`src/rtl/define.sv`:
```
// Shared pixel, ball-size and bounce-code widths for the playfield blocks.
`ifndef BRICK_DEFINE_SV
`define BRICK_DEFINE_SV
`define PIXELX_BIT_CNT 10
`define PIXELY_BIT_CNT 9
`define BALL_SIZE_BIT_CNT 4
`define DIR_BIT_CNT 2
`endif

```
`src/rtl/brick_pkg.sv`:
```
// Brick field geometry, initial hit points per row, bounce codes and controller states.
`include "define.sv"
package brick_pkg;
  localparam int COLS      = 8;
  localparam int ROWS      = 4;
  localparam int CELLS     = COLS * ROWS;
  localparam int CELL_W    = 64;
  localparam int CELL_H    = 16;
  localparam int FIELD_X0  = 64;
  localparam int FIELD_Y0  = 32;
  localparam int FIELD_X1  = FIELD_X0 + COLS * CELL_W;
  localparam int FIELD_Y1  = FIELD_Y0 + ROWS * CELL_H;
  localparam int PX_W      = `PIXELX_BIT_CNT + 1;
  localparam int PY_W      = `PIXELY_BIT_CNT + 1;
  localparam int SIZE_W    = `BALL_SIZE_BIT_CNT;
  localparam int DIR_W     = `DIR_BIT_CNT;
  localparam int IDX_W     = 5;
  localparam int CNT_W     = 6;

  localparam logic [DIR_W-1:0] DIR_NONE    = DIR_W'(0);
  localparam logic [DIR_W-1:0] DIR_FLIP_Y  = DIR_W'(1);
  localparam logic [DIR_W-1:0] DIR_FLIP_X  = DIR_W'(2);
  localparam logic [DIR_W-1:0] DIR_FLIP_XY = DIR_W'(3);

  typedef enum logic [2:0] {
    ST_IDLE, ST_PROBE_V, ST_PROBE_H, ST_PROBE_D, ST_RESP, ST_WAIT_LOW
  } state_t;

  typedef struct packed {
    logic             vld;
    logic [IDX_W-1:0] idx;
  } cell_t;

  function automatic logic [1:0] init_hp(input int row);
    case (row)
      0:       return 2'd3;
      1:       return 2'd2;
      default: return 2'd1;
    endcase
  endfunction

  function automatic logic [CELLS-1:0][1:0] init_map();
    logic [CELLS-1:0][1:0] m;
    for (int i = 0; i < CELLS; i++) m[i] = init_hp(i / COLS);
    return m;
  endfunction

  localparam logic [CELLS-1:0][1:0] INIT_MAP = init_map();

  // Coordinates carry a sign bit in their MSB; a negative probe lands outside the field.
  function automatic cell_t cell_at(input logic [PX_W-1:0] x, input logic [PY_W-1:0] y);
    cell_t c;
    c.vld = !x[PX_W-1] && !y[PY_W-1] &&
            (x >= PX_W'(FIELD_X0)) && (x < PX_W'(FIELD_X1)) &&
            (y >= PY_W'(FIELD_Y0)) && (y < PY_W'(FIELD_Y1));
    c.idx = {2'((y - PY_W'(FIELD_Y0)) / PY_W'(CELL_H)),
             3'((x - PX_W'(FIELD_X0)) / PX_W'(CELL_W))};
    return c;
  endfunction

  function automatic logic [1:0] apply_dmg(input logic [1:0] hp, input logic [1:0] dmg);
    logic [1:0] d;
    d = (dmg == 2'd0) ? 2'd1 : dmg;
    return (hp > d) ? hp - d : 2'd0;
  endfunction
endpackage

```
`src/rtl/brick_map.sv`:
```
// Hit-point store for the 32 cells: combinational read, single write, bulk reload and live count.
// Reload has priority over a same-cycle write.
module brick_map
  import brick_pkg::*;
(
  input  logic             clk,
  input  logic             rst_n,
  input  logic             reload,
  input  logic             wr_en,
  input  logic [IDX_W-1:0] wr_idx,
  input  logic [1:0]       wr_hp,
  input  logic [IDX_W-1:0] rd_idx,
  output logic [1:0]       rd_hp,
  output logic [CNT_W-1:0] bricks_left
);
  logic [CELLS-1:0][1:0] hp_q, hp_d;
  logic [CNT_W-1:0]      cnt_q, cnt_d;

  always_comb begin
    hp_d  = hp_q;
    cnt_d = cnt_q;
    if (reload) begin
      hp_d  = INIT_MAP;
      cnt_d = CNT_W'(CELLS);
    end else if (wr_en) begin
      hp_d[wr_idx] = wr_hp;
      if ((hp_q[wr_idx] != 2'd0) && (wr_hp == 2'd0)) cnt_d = cnt_q - CNT_W'(1);
    end
  end

  always_ff @(posedge clk or negedge rst_n) begin
    if (!rst_n) begin
      hp_q  <= INIT_MAP;
      cnt_q <= CNT_W'(CELLS);
    end else begin
      hp_q  <= hp_d;
      cnt_q <= cnt_d;
    end
  end

  assign rd_hp       = hp_q[rd_idx];
  assign bricks_left = cnt_q;
endmodule

```
`src/rtl/brick_field.sv`:
```
// Ball/brick collision engine: V, H, D probes one per cycle, ack in the 4th cycle after req is sampled; req must drop before the next transaction.
// Optional BRICK_GADGET_EN adds an LFSR-gated gadget spawn pulse alongside ack.
`include "define.sv"
module brick_field
  import brick_pkg::*;
(
  input  logic                          clk,
  input  logic                          rst_n,
  input  logic                          i_game_start,
  input  logic [`PIXELX_BIT_CNT-1:0]    i_br_ballX,
  input  logic [`PIXELY_BIT_CNT-1:0]    i_br_ballY,
  input  logic [`BALL_SIZE_BIT_CNT-1:0] i_br_ball_size,
  input  logic [1:0]                    i_br_speedX,
  input  logic [1:0]                    i_br_speedY,
  input  logic [1:0]                    i_br_damage,
  input  logic                          i_brick_req,
  output logic                          o_brick_ack,
  output logic                          o_ball_brick_collision,
  output logic [`DIR_BIT_CNT-1:0]       o_direc_var,
  output logic                          o_br_gadget_gen,
  output logic [5:0]                    o_bricks_left,
  output logic                          o_stage_clear
);
  state_t                     state_q, state_d;
  logic [`PIXELX_BIT_CNT-1:0] bx_q, bx_d;
  logic [`PIXELY_BIT_CNT-1:0] by_q, by_d;
  logic [SIZE_W-1:0]          sz_q, sz_d;
  logic [1:0]                 sx_q, sx_d, sy_q, sy_d, dmg_q, dmg_d;
  logic                       v_hit_q, v_hit_d, h_hit_q, h_hit_d, coll_q, coll_d;
  logic [IDX_W-1:0]           v_idx_q, v_idx_d;
  logic [DIR_W-1:0]           dir_q, dir_d;

  logic [PX_W-1:0]  bx_ext, px;
  logic [PY_W-1:0]  by_ext, py;
  logic             sx_nz, sy_nz;
  cell_t            v_cell, h_cell, d_cell;
  logic [IDX_W-1:0] rd_idx;
  logic [1:0]       rd_hp, wr_hp;
  logic             wr_en, ack, same_cell, probe_hit;
  logic [CNT_W-1:0] bricks_left;

  assign bx_ext = {1'b0, bx_q};
  assign by_ext = {1'b0, by_q};
  assign sx_nz  = (sx_q == 2'b01) || (sx_q == 2'b11);
  assign sy_nz  = (sy_q == 2'b01) || (sy_q == 2'b11);

  always_comb begin
    unique case (sx_q)
      2'b01:   px = bx_ext + PX_W'(sz_q);
      2'b11:   px = bx_ext - PX_W'(sz_q);
      default: px = bx_ext;
    endcase
    unique case (sy_q)
      2'b01:   py = by_ext + PY_W'(sz_q);
      2'b11:   py = by_ext - PY_W'(sz_q);
      default: py = by_ext;
    endcase
  end

  assign v_cell = cell_at(bx_ext, py);
  assign h_cell = cell_at(px, by_ext);
  assign d_cell = cell_at(px, py);
  assign wr_hp  = apply_dmg(rd_hp, dmg_q);

  brick_map u_map (
    .clk         (clk),
    .rst_n       (rst_n),
    .reload      (i_game_start),
    .wr_en       (wr_en),
    .wr_idx      (rd_idx),
    .wr_hp       (wr_hp),
    .rd_idx      (rd_idx),
    .rd_hp       (rd_hp),
    .bricks_left (bricks_left)
  );

  always_comb begin
    state_d   = state_q;
    bx_d      = bx_q;
    by_d      = by_q;
    sz_d      = sz_q;
    sx_d      = sx_q;
    sy_d      = sy_q;
    dmg_d     = dmg_q;
    v_hit_d   = v_hit_q;
    h_hit_d   = h_hit_q;
    v_idx_d   = v_idx_q;
    coll_d    = coll_q;
    dir_d     = dir_q;
    rd_idx    = v_cell.idx;
    wr_en     = 1'b0;
    ack       = 1'b0;
    same_cell = 1'b0;
    probe_hit = 1'b0;
    unique case (state_q)
      ST_IDLE: begin
        if (i_brick_req) begin
          bx_d    = i_br_ballX;
          by_d    = i_br_ballY;
          sz_d    = i_br_ball_size;
          sx_d    = i_br_speedX;
          sy_d    = i_br_speedY;
          dmg_d   = i_br_damage;
          v_hit_d = 1'b0;
          h_hit_d = 1'b0;
          state_d = ST_PROBE_V;
        end
      end
      ST_PROBE_V: begin
        rd_idx    = v_cell.idx;
        probe_hit = sy_nz && v_cell.vld && (rd_hp != 2'd0);
        wr_en     = probe_hit;
        v_hit_d   = probe_hit;
        v_idx_d   = v_cell.idx;
        state_d   = ST_PROBE_H;
      end
      ST_PROBE_H: begin
        // A cell already damaged by the V probe counts as hit but is not damaged twice.
        rd_idx    = h_cell.idx;
        same_cell = v_hit_q && (h_cell.idx == v_idx_q);
        probe_hit = sx_nz && h_cell.vld && (same_cell || (rd_hp != 2'd0));
        wr_en     = probe_hit && !same_cell;
        h_hit_d   = probe_hit;
        state_d   = ST_PROBE_D;
      end
      ST_PROBE_D: begin
        rd_idx    = d_cell.idx;
        probe_hit = sx_nz && sy_nz && d_cell.vld && (rd_hp != 2'd0);
        wr_en     = probe_hit && !v_hit_q && !h_hit_q;
        coll_d    = v_hit_q || h_hit_q || probe_hit;
        if (v_hit_q && h_hit_q) dir_d = DIR_FLIP_XY;
        else if (v_hit_q)       dir_d = DIR_FLIP_Y;
        else if (h_hit_q)       dir_d = DIR_FLIP_X;
        else if (probe_hit)     dir_d = DIR_FLIP_XY;
        else                    dir_d = DIR_NONE;
        state_d   = ST_RESP;
      end
      ST_RESP: begin
        ack     = 1'b1;
        state_d = ST_WAIT_LOW;
      end
      ST_WAIT_LOW: begin
        if (!i_brick_req) state_d = ST_IDLE;
      end
      default: state_d = ST_IDLE;
    endcase
    // A restart abandons the transaction; outputs keep their last reported values.
    if (i_game_start) begin
      state_d = ST_WAIT_LOW;
      wr_en   = 1'b0;
      ack     = 1'b0;
      coll_d  = coll_q;
      dir_d   = dir_q;
    end
  end

  always_ff @(posedge clk or negedge rst_n) begin
    if (!rst_n) begin
      state_q <= ST_IDLE;
      bx_q    <= '0;
      by_q    <= '0;
      sz_q    <= '0;
      sx_q    <= '0;
      sy_q    <= '0;
      dmg_q   <= '0;
      v_hit_q <= 1'b0;
      h_hit_q <= 1'b0;
      v_idx_q <= '0;
      coll_q  <= 1'b0;
      dir_q   <= DIR_NONE;
    end else begin
      state_q <= state_d;
      bx_q    <= bx_d;
      by_q    <= by_d;
      sz_q    <= sz_d;
      sx_q    <= sx_d;
      sy_q    <= sy_d;
      dmg_q   <= dmg_d;
      v_hit_q <= v_hit_d;
      h_hit_q <= h_hit_d;
      v_idx_q <= v_idx_d;
      coll_q  <= coll_d;
      dir_q   <= dir_d;
    end
  end

`ifdef BRICK_GADGET_EN
  logic [7:0] lfsr_q, lfsr_d;
  logic       destroyed_q, destroyed_d;

  always_comb begin
    lfsr_d      = {lfsr_q[6:0], lfsr_q[7] ^ lfsr_q[5] ^ lfsr_q[4] ^ lfsr_q[3]};
    destroyed_d = destroyed_q;
    if (state_q == ST_IDLE)             destroyed_d = 1'b0;
    else if (wr_en && (wr_hp == 2'd0)) destroyed_d = 1'b1;
  end

  always_ff @(posedge clk or negedge rst_n) begin
    if (!rst_n) begin
      lfsr_q      <= 8'hA5;
      destroyed_q <= 1'b0;
    end else begin
      lfsr_q      <= lfsr_d;
      destroyed_q <= destroyed_d;
    end
  end

  assign o_br_gadget_gen = ack && destroyed_q && (lfsr_q[1:0] == 2'b00);
`else
  assign o_br_gadget_gen = 1'b0;
`endif

  assign o_brick_ack            = ack;
  assign o_ball_brick_collision = coll_q;
  assign o_direc_var            = dir_q;
  assign o_bricks_left          = bricks_left;
  assign o_stage_clear          = (bricks_left == '0);
endmodule

```
`config.mk`:
```
export PLATFORM = sky130hd
export DESIGN_NAME = brick_field
export DESIGN_NICKNAME = d
export VERILOG_FILES = /design/src/rtl/brick_pkg.sv /design/src/rtl/brick_map.sv /design/src/rtl/brick_field.sv
export VERILOG_INCLUDE_DIRS = /design/src /design/src/rtl
export SDC_FILE = /design/constraint.sdc
export NUM_CORES = 1
export LEC_CHECK = 0
export ABC_AREA = 1
export CORE_UTILIZATION = 28
export DETAILED_ROUTE_END_ITERATION = 8
export PLACE_DENSITY = 0.51
export SETUP_SLACK_MARGIN = 0.5
export SYNTH_ARGS = -nofsm -noshare
export SYNTH_HDL_FRONTEND = slang
export SYNTH_HIERARCHICAL = 1
export SYNTH_SLANG_ARGS = --single-unit
```
`constraint.sdc`:
```
create_clock -name clk -period 8.3 [get_ports clk]
set_input_delay 1.66 -clock clk [delete_from_list [all_inputs] [get_ports clk]]
set_output_delay 1.66 -clock clk [all_outputs]
set_load 0.01 [all_outputs]
```
# Word level (Yosys, flattened, before mapping)
# Cells that the tools add are included.
[totals] regBits=112 in_bits=33 output_inout_bits=12 word_cells=162
[classes] n_addsub=10 order_cmp=11 eq_ne=13 n_mux=30 bitwise=1 n_reduce_logical=52
[op_table] operator="two-way mux 64 bit" n=2
[op_table] operator="bitwise mux 64 bit" n=1
[op_table] operator="logical AND 1 bit" n=27
[op_table] operator="one-hot mux 11 bit (2 select lines)" n=1
[op_table] operator="one-hot mux 10 bit (2 select lines)" n=1
[op_table] operator="two-way mux 6 bit" n=3
[op_table] operator="one-hot mux 3 bit (6 select lines)" n=1
[op_table] operator="subtractor 9 x 7 -> 9 bit (second input constant)" n=2
[op_table] operator="two-way mux 2 bit" n=8
[op_table] operator="AND reduction 2 bit" n=6
[op_table] operator="subtractor 6 bit (second input constant)" n=2
[op_table] operator="adder 10 x 4 -> 11 bit" n=1
[op_table] operator="greater-or-equal comparator 11 x 7 -> 1 bit (second input constant)" n=1
[op_table] operator="< comparator 11 x 10 -> 1 bit (second input constant)" n=1
[op_table] operator="subtractor 10 x 4 -> 11 bit" n=1
[op_table] operator="adder 9 x 4 -> 10 bit" n=1
[op_table] operator="binary-select mux 2 bit (select 5 bit)" n=1
[op_table] operator="demux 2 bit (select 5 bit)" n=1
[op_table] operator="greater-or-equal comparator 10 x 6 -> 1 bit (second input constant)" n=1
[op_table] operator="greater-or-equal comparator 10 x 7 -> 1 bit (second input constant)" n=1
[op_table] operator="< comparator 10 bit (second input constant)" n=1
[op_table] operator="< comparator 10 x 7 -> 1 bit (second input constant)" n=1
[op_table] operator="one-hot mux 5 bit (2 select lines)" n=1
[op_table] operator="nonzero test 2 bit" n=5
[op_table] operator="other kinds (26)" n=46

# Logic depth before layout (Yosys ltp)
# Gate-level depths: netlist (run 1).
[depth] depth_word=16 depth_mapped=41 ltp_nobuf=40

# Hierarchy
# Netlist (run 1), hierarchy kept.
[modules_own_cells] mod="brick_map" n_inst=1 cells_each=663 area_each_um2=4464.3 seq_area_each_um2=1803.0
[modules_own_cells] mod="brick_field" n_inst=1 cells_each=533 area_each_um2=3492.1 seq_area_each_um2=1051.0

# Worst setup path before layout (run 1)
# No wires, ideal clock.
[synth_timing] path_type="register -> register" start="register sz_q[2]" end="register u_map.cnt_q[3] (netlist: u_map/bricks_left[3])" setup_time_ns=0.071 arrival_time_ns=5.013 required_time_ns=8.229 setup_slack_ns=3.216 stages_incl_launch_ff=39 path_buffers=1 synth_period_minus_slack_ns=5.084 cell_sequence="dfrtp_1 > nor3_2 > ha_1 > inv_1 > nand2_1 > o21ai_0 > ha_1 > a21oi_2 > nand2_2 > nand2_2 > nand3_1 > nand3_2 > nand2_4 > ha_1 > nand3b_1 > nand3_1 > o21ai_0 > inv_1 > [... 3 more ...] > o21ai_0 > nand2_1 > nor2_1 > a21oi_1 > nor2_1 > nor2_1 > nand2_1 > nor3_1 > nand3_1 > nand3_1 > nand2_1 > inv_1 > inv_1 > nor3_2 > nand3_1 > nand2_1 > inv_1 > nor2_1"
[synth_via] elab_cells_between_ends=54 classes_between="add/sub (7); order compare (5); eq/ne (1); mux (8); reduce/logical (33)"
[synth_rtl] element="start, declared" line_no="brick_field.sv:27" source="logic [SIZE_W-1:0] sz_q, sz_d;"
[synth_rtl] element="start signal, assigned" line_no="brick_field.sv:175" source="sz_q <= sz_d;"
[synth_rtl] element="subtractor 10 x 4 -> 11 bit or adder 10 x 4 -> 11 bit (tied branches)" line_no="brick_field.sv:50, brick_field.sv:49"
[synth_rtl] element="one-hot mux 11 bit (2 select lines) *" line_no="brick_field.sv:48" source="unique case (sx_q)"
[synth_rtl] element="subtractor 9 x 7 -> 9 bit *" line_no="brick_pkg.sv:57" source="3'((x - PX_W'(FIELD_X0)) / PX_W'(CELL_W))};"
[synth_rtl] element="one-hot mux 5 bit (2 select lines) *" line_no="brick_field.sv:95" source="unique case (state_q)"
[synth_rtl] element="net rd_idx[2]" line_no="brick_field.sv:37" source="logic [IDX_W-1:0] rd_idx;"
[synth_rtl] element="binary-select mux 2 bit (select 5 bit) *" line_no="brick_map.sv:41" source="assign rd_hp = hp_q[rd_idx];"
[synth_rtl] element="two-way mux 2 bit (not written as such) *" line_no="brick_map.sv:41"
[synth_rtl] element="net rd_hp[1]" line_no="brick_field.sv:38" source="logic [1:0] rd_hp, wr_hp;"
[synth_rtl] element="nonzero test 2 bit *" line_no="brick_field.sv:111, brick_field.sv:121, brick_field.sv:128"
[synth_rtl] element="logical AND 1 bit or logical OR 1 bit (tied branches)" line_no="brick_field.sv:128, brick_field.sv:121"
[synth_rtl] element="logical AND 1 bit, on equally long branches" line_no="brick_field.sv:129, brick_field.sv:121"
[synth_rtl] element="logical AND 1 bit, on equally long branches" line_no="brick_field.sv:129, brick_field.sv:122"
[synth_rtl] element="one-hot mux 1 bit (3 select lines) *" line_no="brick_field.sv:95"
[synth_rtl] element="two-way mux 1 bit *" line_no="brick_field.sv:148" source="if (i_game_start) begin"
[synth_rtl] element="net wr_en" line_no="brick_field.sv:39" source="logic wr_en, ack, same_cell, probe_hit;"
[synth_rtl] element="nonzero test 2 bit (no source line) *"
[synth_rtl] element="AND reduction 2 bit (no source line) *"
[synth_rtl] element="end signal, assigned" line_no="brick_map.sv:34" source="cnt_q <= CNT_W'(CELLS);"
[synth_rtl] element="end signal, assigned" line_no="brick_map.sv:37" source="cnt_q <= cnt_d;"
[synth_rtl] element="end, declared" line_no="brick_map.sv:17" source="logic [CNT_W-1:0] cnt_q, cnt_d;"
# The timed path passes the listed nets; every way through them passes the cells marked *. The select of a mux whose other input is x is not followed.
# A chain may end at the register's enable or synchronous reset.

# Worst setup path in the final report (run 1)
[layout_timing] start="register sz_q[2]" end="register u_map/hp_q[12] (netlist bit)"
[layout_via] elab_cells_between_ends=58 classes_between="add/sub (7); order compare (7); eq/ne (1); mux (13); reduce/logical (30)"
[layout_rtl] element="subtractor 10 x 4 -> 11 bit or adder 10 x 4 -> 11 bit (tied branches)" line_no="brick_field.sv:50, brick_field.sv:49"
[layout_rtl] element="one-hot mux 11 bit (2 select lines) *" line_no="brick_field.sv:48"
[layout_rtl] element="subtractor 9 x 7 -> 9 bit *" line_no="brick_pkg.sv:57"
[layout_rtl] element="one-hot mux 5 bit (2 select lines) *" line_no="brick_field.sv:95"
[layout_rtl] element="net rd_idx[0]" line_no="brick_field.sv:37"
[layout_rtl] element="binary-select mux 2 bit (select 5 bit) *" line_no="brick_map.sv:41"
[layout_rtl] element="two-way mux 2 bit (not written as such) *" line_no="brick_map.sv:41"
[layout_rtl] element="net rd_hp[1]" line_no="brick_field.sv:38"
[layout_rtl] element="nonzero test 2 bit *" line_no="brick_field.sv:111, brick_field.sv:121, brick_field.sv:128"
[layout_rtl] element="logical AND 1 bit or logical OR 1 bit (tied branches)" line_no="brick_field.sv:128, brick_field.sv:121"
[layout_rtl] element="logical AND 1 bit, on equally long branches" line_no="brick_field.sv:129, brick_field.sv:121"
[layout_rtl] element="logical AND 1 bit, on equally long branches" line_no="brick_field.sv:129, brick_field.sv:122"
[layout_rtl] element="one-hot mux 1 bit (3 select lines) *" line_no="brick_field.sv:95"
[layout_rtl] element="two-way mux 1 bit *" line_no="brick_field.sv:148"
[layout_rtl] element="net wr_en" line_no="brick_field.sv:39"
[layout_rtl] element="nonzero test 2 bit (no source line) *"
[layout_rtl] element="end signal, assigned" line_no="brick_map.sv:36" source="hp_q <= hp_d;"
[layout_rtl] element="end, declared" line_no="brick_map.sv:16" source="logic [CELLS-1:0][1:0] hp_q, hp_d;"
# Marked as above.

==> impl_metrics.json, run 1 <==
{
  "ant_nets": 0,
  "slew_viol_final": 0,
  "min_path_cells": 2,
  "cp_data_required_time_ns": 8.61,
  "dieArea_mm2": 0.0291,
  "final_cell_mix": "nand2_1 (434), inv_1 (154), o21ai_0 (112), nor2_1 (78), dfrtp_1 (71)",
  "antenna_found_initial": 0,
  "fin_ws_ns": 1.72,
  "seqCellArea_mm2": 0.00285,
  "place.gp.congestion": 0.851,
  "critPathKind": "register to register",
  "multi_input_area_mm2": 0.00429,
  "die_y_um": 171,
  "use_met1_pct": 21.4,
  "placementRows": 61,
  "cts_tree": "done",
  "pre_cts_slack_ns": 1.64,
  "finalSetupTns_ns": 0,
  "slowest_stage": "inv_1",
  "syn_area_per_cell_um2": 6.65,
  "status": "completed",
  "clkTransAtPathRegs_ns": 0.08,
  "grt_max_degree": 65,
  "setup_viol": 0,
  "fin_nets": 1285,
  "die_w_um": 171,
  "critPathLaunch": "sz_q[2]",
  "max_clock_freq_mhz": 152,
  "timing.slew.headroom_pct": 41.4,
  "synth_nets": 1260,
  "routed_via_density": 4.69,
  "num_vias": 7529,
  "grt-ovfl-total": 0,
  "ctsResizeCount": 0,
  "hp-start": "sy_q[1]",
  "clk_latency_ns": 0.37,
  "arrival_ns": 6.89,
  "holdWs_ns": 0.479,
  "rrSetupSlack_ns": 1.72,
  "synth_fa_ha_area_share_pct": 5.16,
  "holdBufCountCts": 0,
  "synth-simple-area-share_pct": 33.4,
  "r2r_start": "sz_q[2]",
  "core_area_mm2": 0.0279,
  "finClkSkew_ns": 0.0125,
  "pin_count": 45,
  "synth_seq_cells": 112,
  "drtPass1Iterations": 5,
  "fillers": 3063,
  "drv_cap": 0,
  "netlist_instances": 1196,
  "rr_endpoint": "u_map/hp_q[12]",
  "yosysWarnings": 6,
  "start_util_pct": 28.6,
  "worstSetupEndpointType": "register",
  "cts_made_buffers": 9,
  "reg2reg_depth": 37,
  "synth_top_family_by_area": "simple AND/OR/NAND/NOR gates",
  "dp_hpwl_um": 16400,
  "final_hold_viol_count": 0,
  "hold-path-endpoint": "sy_q[1]",
  "synth_xor_area_share_pct": 0.330,
  "layout_min_cycle_time_ns": 6.58,
  "synth_top_cell_area_share_pct": 22.3,
  "synthMuxAreaShare_pct": 0.629,
  "grtUsageMet3_pct": 2.94,
  "cts.path.max_buffers": 2,
  "busiest_layer": "met2",
  "synth_cell_type_count": 45,
  "h-tree-depth": 3,
  "cts_setup_buffers": 0,
  "syn_area_mm2": 0.00796,
  "cts-root-buf": "clkbuf_16",
  "grt_pass1_wl_um": 37800,
  "worst_slew_pin_slew_ns": 0.876,
  "post-route-period-util_pct": 79.3,
  "yosysTopAreaCell": "dfrtp_1",
  "layout-drive-gt1-share_pct": 9.22,
  "netlist_top_cells_area": "dfrtp_1 (22%), nand2_1 (20%), dfstp_2 (14%), inv_1 (7.3%), o21ai_0 (7.1%)",
  "wire_per_inst_um": 14.3,
  "crit_fanout": 35,
  "syn_to_final_growth_pct": 13.4,
  "cp-start-kind": "register",
  "first_global_vias": 7184,
  "hp-class": "register to register",
  "yosysSeqAreaShare_pct": 35.9,
  "io_buffers": 43,
  "slowest_delay_ns": 0.59,
  "grt.total_usage_pct": 16.6,
  "drc": 0,
  "rsz0062_at_grt": "no",
  "cts_num_sinks": 112,
  "routed_wl_um": 22900,
  "drt_iter0_drc": 489,
  "synth_compound_area_share_pct": 14.2,
  "antenna_cells": 0,
  "crit_path_frequent_cell": "nand2_1",
  "final_common_cell": "nand2_1",
  "met2_usage_pct": 28.6
}
## how the worst max path moves through the flow
stage	depth (start not counted)	slack (ns)	end
after CTS	37	1.63	u_map/hp_q[12]
after floorplan	38	3.22	u_map/bricks_left[3]
final	37	1.72	u_map/hp_q[12]
after detailed placement	37	1.64	u_map/hp_q[12]
after global routing	37	1.07	u_map/hp_q[21]
after global placement	37	1.71	u_map/hp_q[13]
## per-layer routing
layer / vias up / wire length [um] / part of all wire (%)
li1: 3865 / - / -
met1: 3494 / 10700 / 47
met2: 151 / 11100 / 49
met3: 19 / 819 / 3.6
met4: 0 / 270 / 1.2
met5: - / 0 / 0
## registers in the layout, indices dropped and copies added, names as in the netlist
register	cells
bx_q	10
sy_q	2
o_direc_var	2
by_q	9
state_q	3
v_idx_q	5
sz_q	4
v_hit_q	1
sx_q	2
h_hit_q	1
u_map/bricks_left	6
u_map/hp_q	64
o_ball_brick_collision	1
dmg_q	2
## synth_stat cells, drive strengths merged
library cell,n
nor2,82
xor2,3
a21boi,1
nand3b,2
buf,21
a21oi,48
nor4,2
fa,3
o21bai,2
or2,3
nand3,61
o211ai,5
dfstp,41
nand2,446
clkbuf,18
a22oi,1
a31oi,6
dfrtp,71
nand4,13
conb,1
o22ai,13
ha,28
clkinv,4
mux2i,5
or4,1
nand2b,1
o221ai,6
nor3,20
inv,163
o21ai,119
o31ai,6
## cell families after synthesis
| kind of cell | after synthesis |
|---|---|
| compound gates | 207 |
| xor+xnor | 3 |
| fa+ha+maj | 31 |
| buf+inv | 206 |
| flops | 112 |
| mux | 5 |
| other cells | 1 |
| simple gates | 631 |
## worst max-delay path: cells and delay by family, from the launching register on
family,cells,cell delay (ns)
AOI/OAI and AO/OA,7,1.28
buffers and inverters,7,1.48
adders and majority gates,2,0.60
DFF,1,0.44
and+or+nand+nor,21,2.64
## through the flow
| stage | instances | util (%) | instance area, um2 |
|---|---|---|---|
| 2_1_floorplan | 1196 | - | 7960 |
| 5_1_grt | 1604 | 32.4 | 9030 |
| 3_5_place_dp | 1588 | 31.4 | 8740 |
| 3_3_place_gp | 1588 | 31.4 | 8740 |
| 4_1_cts | 1604 | 32.4 | 9030 |
| 6_report | 1604 | 32.4 | 9030 |
## cell type report
cell class,instances,area share [%]
sequential,112,31.6
inverter,167,6.97
clock buffer,10,2.54
multi-input combinational,878,47.5
tap,378,5.24
clock inverter,6,0.582
timing repair buffer,53,5.57
Power of run 1 is not shown: default switching activity piles up to over one toggle a cycle in this logic, so the estimate is an artifact.
==> run 2: changes to the inputs <==
Settings changed: PLACE_DENSITY 0.51 to 0.53.
Clock period 8.3 ns to 5.6 ns, I/O delays scaled along.
==> impl_metrics.json, run 2 (synthesized netlist as in run 1, its figures left out) <==
{
  "pin_count": 45,
  "max_clock_freq_mhz": 186,
  "cp-start-kind": "register",
  "placementRows": 61,
  "clkTransAtPathRegs_ns": 0.08,
  "core_area_mm2": 0.0279,
  "rsz0062_at_grt": "yes",
  "antenna_found_initial": 0,
  "multi_input_area_mm2": 0.00484,
  "dp_hpwl_um": 16900,
  "grt_pass1_wl_um": 41000,
  "final_hold_viol_count": 0,
  "routed_wl_um": 25600,
  "antenna_cells": 0,
  "largest_reg_flops": 64,
  "routed_via_density": 4.82,
  "top_register": "u_map/hp_q",
  "critPathKind": "register to register",
  "drc": 0,
  "die_w_um": 171,
  "finalSetupTns_ns": 0,
  "dieArea_mm2": 0.0291,
  "cts_tree": "done",
  "arrival_ns": 5.67,
  "timing.slew.headroom_pct": 15.5,
  "fin_nets": 1378,
  "met2_usage_pct": 31.3,
  "grtUsageMet3_pct": 2.94,
  "seqCellArea_mm2": 0.00285,
  "io_buffers": 43,
  "slew_viol_final": 0,
  "grt-ovfl-total": 0,
  "syn_to_final_growth_pct": 33.7,
  "drtPass1Iterations": 5,
  "h-tree-depth": 3,
  "holdBufCountCts": 0,
  "drt_iter0_drc": 581,
  "wire_per_inst_um": 15.1,
  "cts-root-buf": "clkbuf_16",
  "top_regs": "u_map/hp_q x64, bx_q x10, by_q x9",
  "slowest_stage": "dfrtp_1",
  "worst_slew_pin_slew_ns": 1.26,
  "place.gp.congestion": 0.862,
  "die_y_um": 171,
  "fillers": 2914,
  "drv_cap": 0,
  "cts_num_sinks": 112,
  "first_global_vias": 7805,
  "hp-class": "register to register",
  "grt_max_degree": 60,
  "cts_made_buffers": 9,
  "crit_fanout": 4,
  "finClkSkew_ns": 0.0104,
  "clk_latency_ns": 0.36,
  "start_util_pct": 28.6,
  "use_met1_pct": 22.7,
  "num_vias": 8174,
  "grt.total_usage_pct": 18.1,
  "final_cell_mix": "nand2_1 (390), inv_1 (140), o21ai_0 (73), nor2_1 (71), dfrtp_1 (71)",
  "crit_path_frequent_cell": "buf_6",
  "slowest_delay_ns": 0.42,
  "status": "completed",
  "post-route-period-util_pct": 96.0,
  "layout-drive-gt1-share_pct": 24.6,
  "busiest_layer": "met2",
  "worstSetupEndpointType": "register",
  "cts.path.max_buffers": 2,
  "ant_nets": 0,
  "setup_viol": 0,
  "final_common_cell": "nand2_1",
  "layout_min_cycle_time_ns": 5.37,
  "cp_data_required_time_ns": 5.89
}
-- run 2: per-layer routing --
| metal | vias to the layer above | part of all wire (%) | routed length (um) |
|---|---|---|---|
| li1 | 4057 | - | - |
| met1 | 3859 | 45 | 11500 |
| met2 | 217 | 48 | 12300 |
| met3 | 41 | 4.3 | 1100 |
| met4 | 0 | 2.6 | 654 |
| met5 | - | 0 | 0 |
-- run 2: path summary, 6_finish.rpt --
path | start | to | slack, ns | cells past startpoint
max | sz_q[1] | u_map/hp_q[46] | 0.23 | 44
min | dmg_q[0] | dmg_q[0] | 0.48 | 2
max reg2reg | sz_q[1] | u_map/hp_q[46] | 0.23 | 44
min reg2reg | dmg_q[0] | dmg_q[0] | 0.48 | 2
max in group asynchronous | rst_n | sy_q[0] | 3.55 | 2
min in group asynchronous | rst_n | u_map/hp_q[39] | 0.84 | 1
-- run 2: cell type report --
type / count / share of cell area [%]
Multi-Input combinational cell: 878 / 45.5
Sequential cell: 112 / 26.8
Timing Repair Buffer: 146 / 14.3
Inverter: 167 / 6.06
Tap cell: 378 / 4.45
Clock buffer: 9 / 2.12
Clock inverter: 7 / 0.741
-- run 2: stage by stage --
step	instances	utilization [%]	hold WS (ns)	setup WS, ns	area, um2
after global placement	1608	32.1	0.459	0.0514	8940
after CTS	1686	37.0	0.489	0.365	10300
after detailed placement	1608	32.1	0.470	-0.0431	8940
after floorplan	1196	-	0.441	0.516	7960
after global routing	1697	38.2	0.522	-0.0819	10600
final	1697	38.2	0.480	0.226	10600
-- run 2: worst max-delay path, delay by kind of cell, from the launching register on --
kind | cells | cell delay [ns]
flip-flops | 1 | 0.42
adder cells (fa/ha/maj) | 2 | 0.51
buffers and inverters | 23 | 2.41
multiplexers | 1 | 0.21
AO/OA/AOI/OAI | 3 | 0.41
AND/OR/NAND/NOR | 15 | 1.31
-- run 2: timing repair --
action                                  4_1_cts  5_1_grt
buffers inserted                             56       11
pin swaps                                    55       36
cloned                                        6        0
gates resized for setup                     159       67
endpoints found under the setup margin       70       73
Power of run 2 is left out for the same reason.
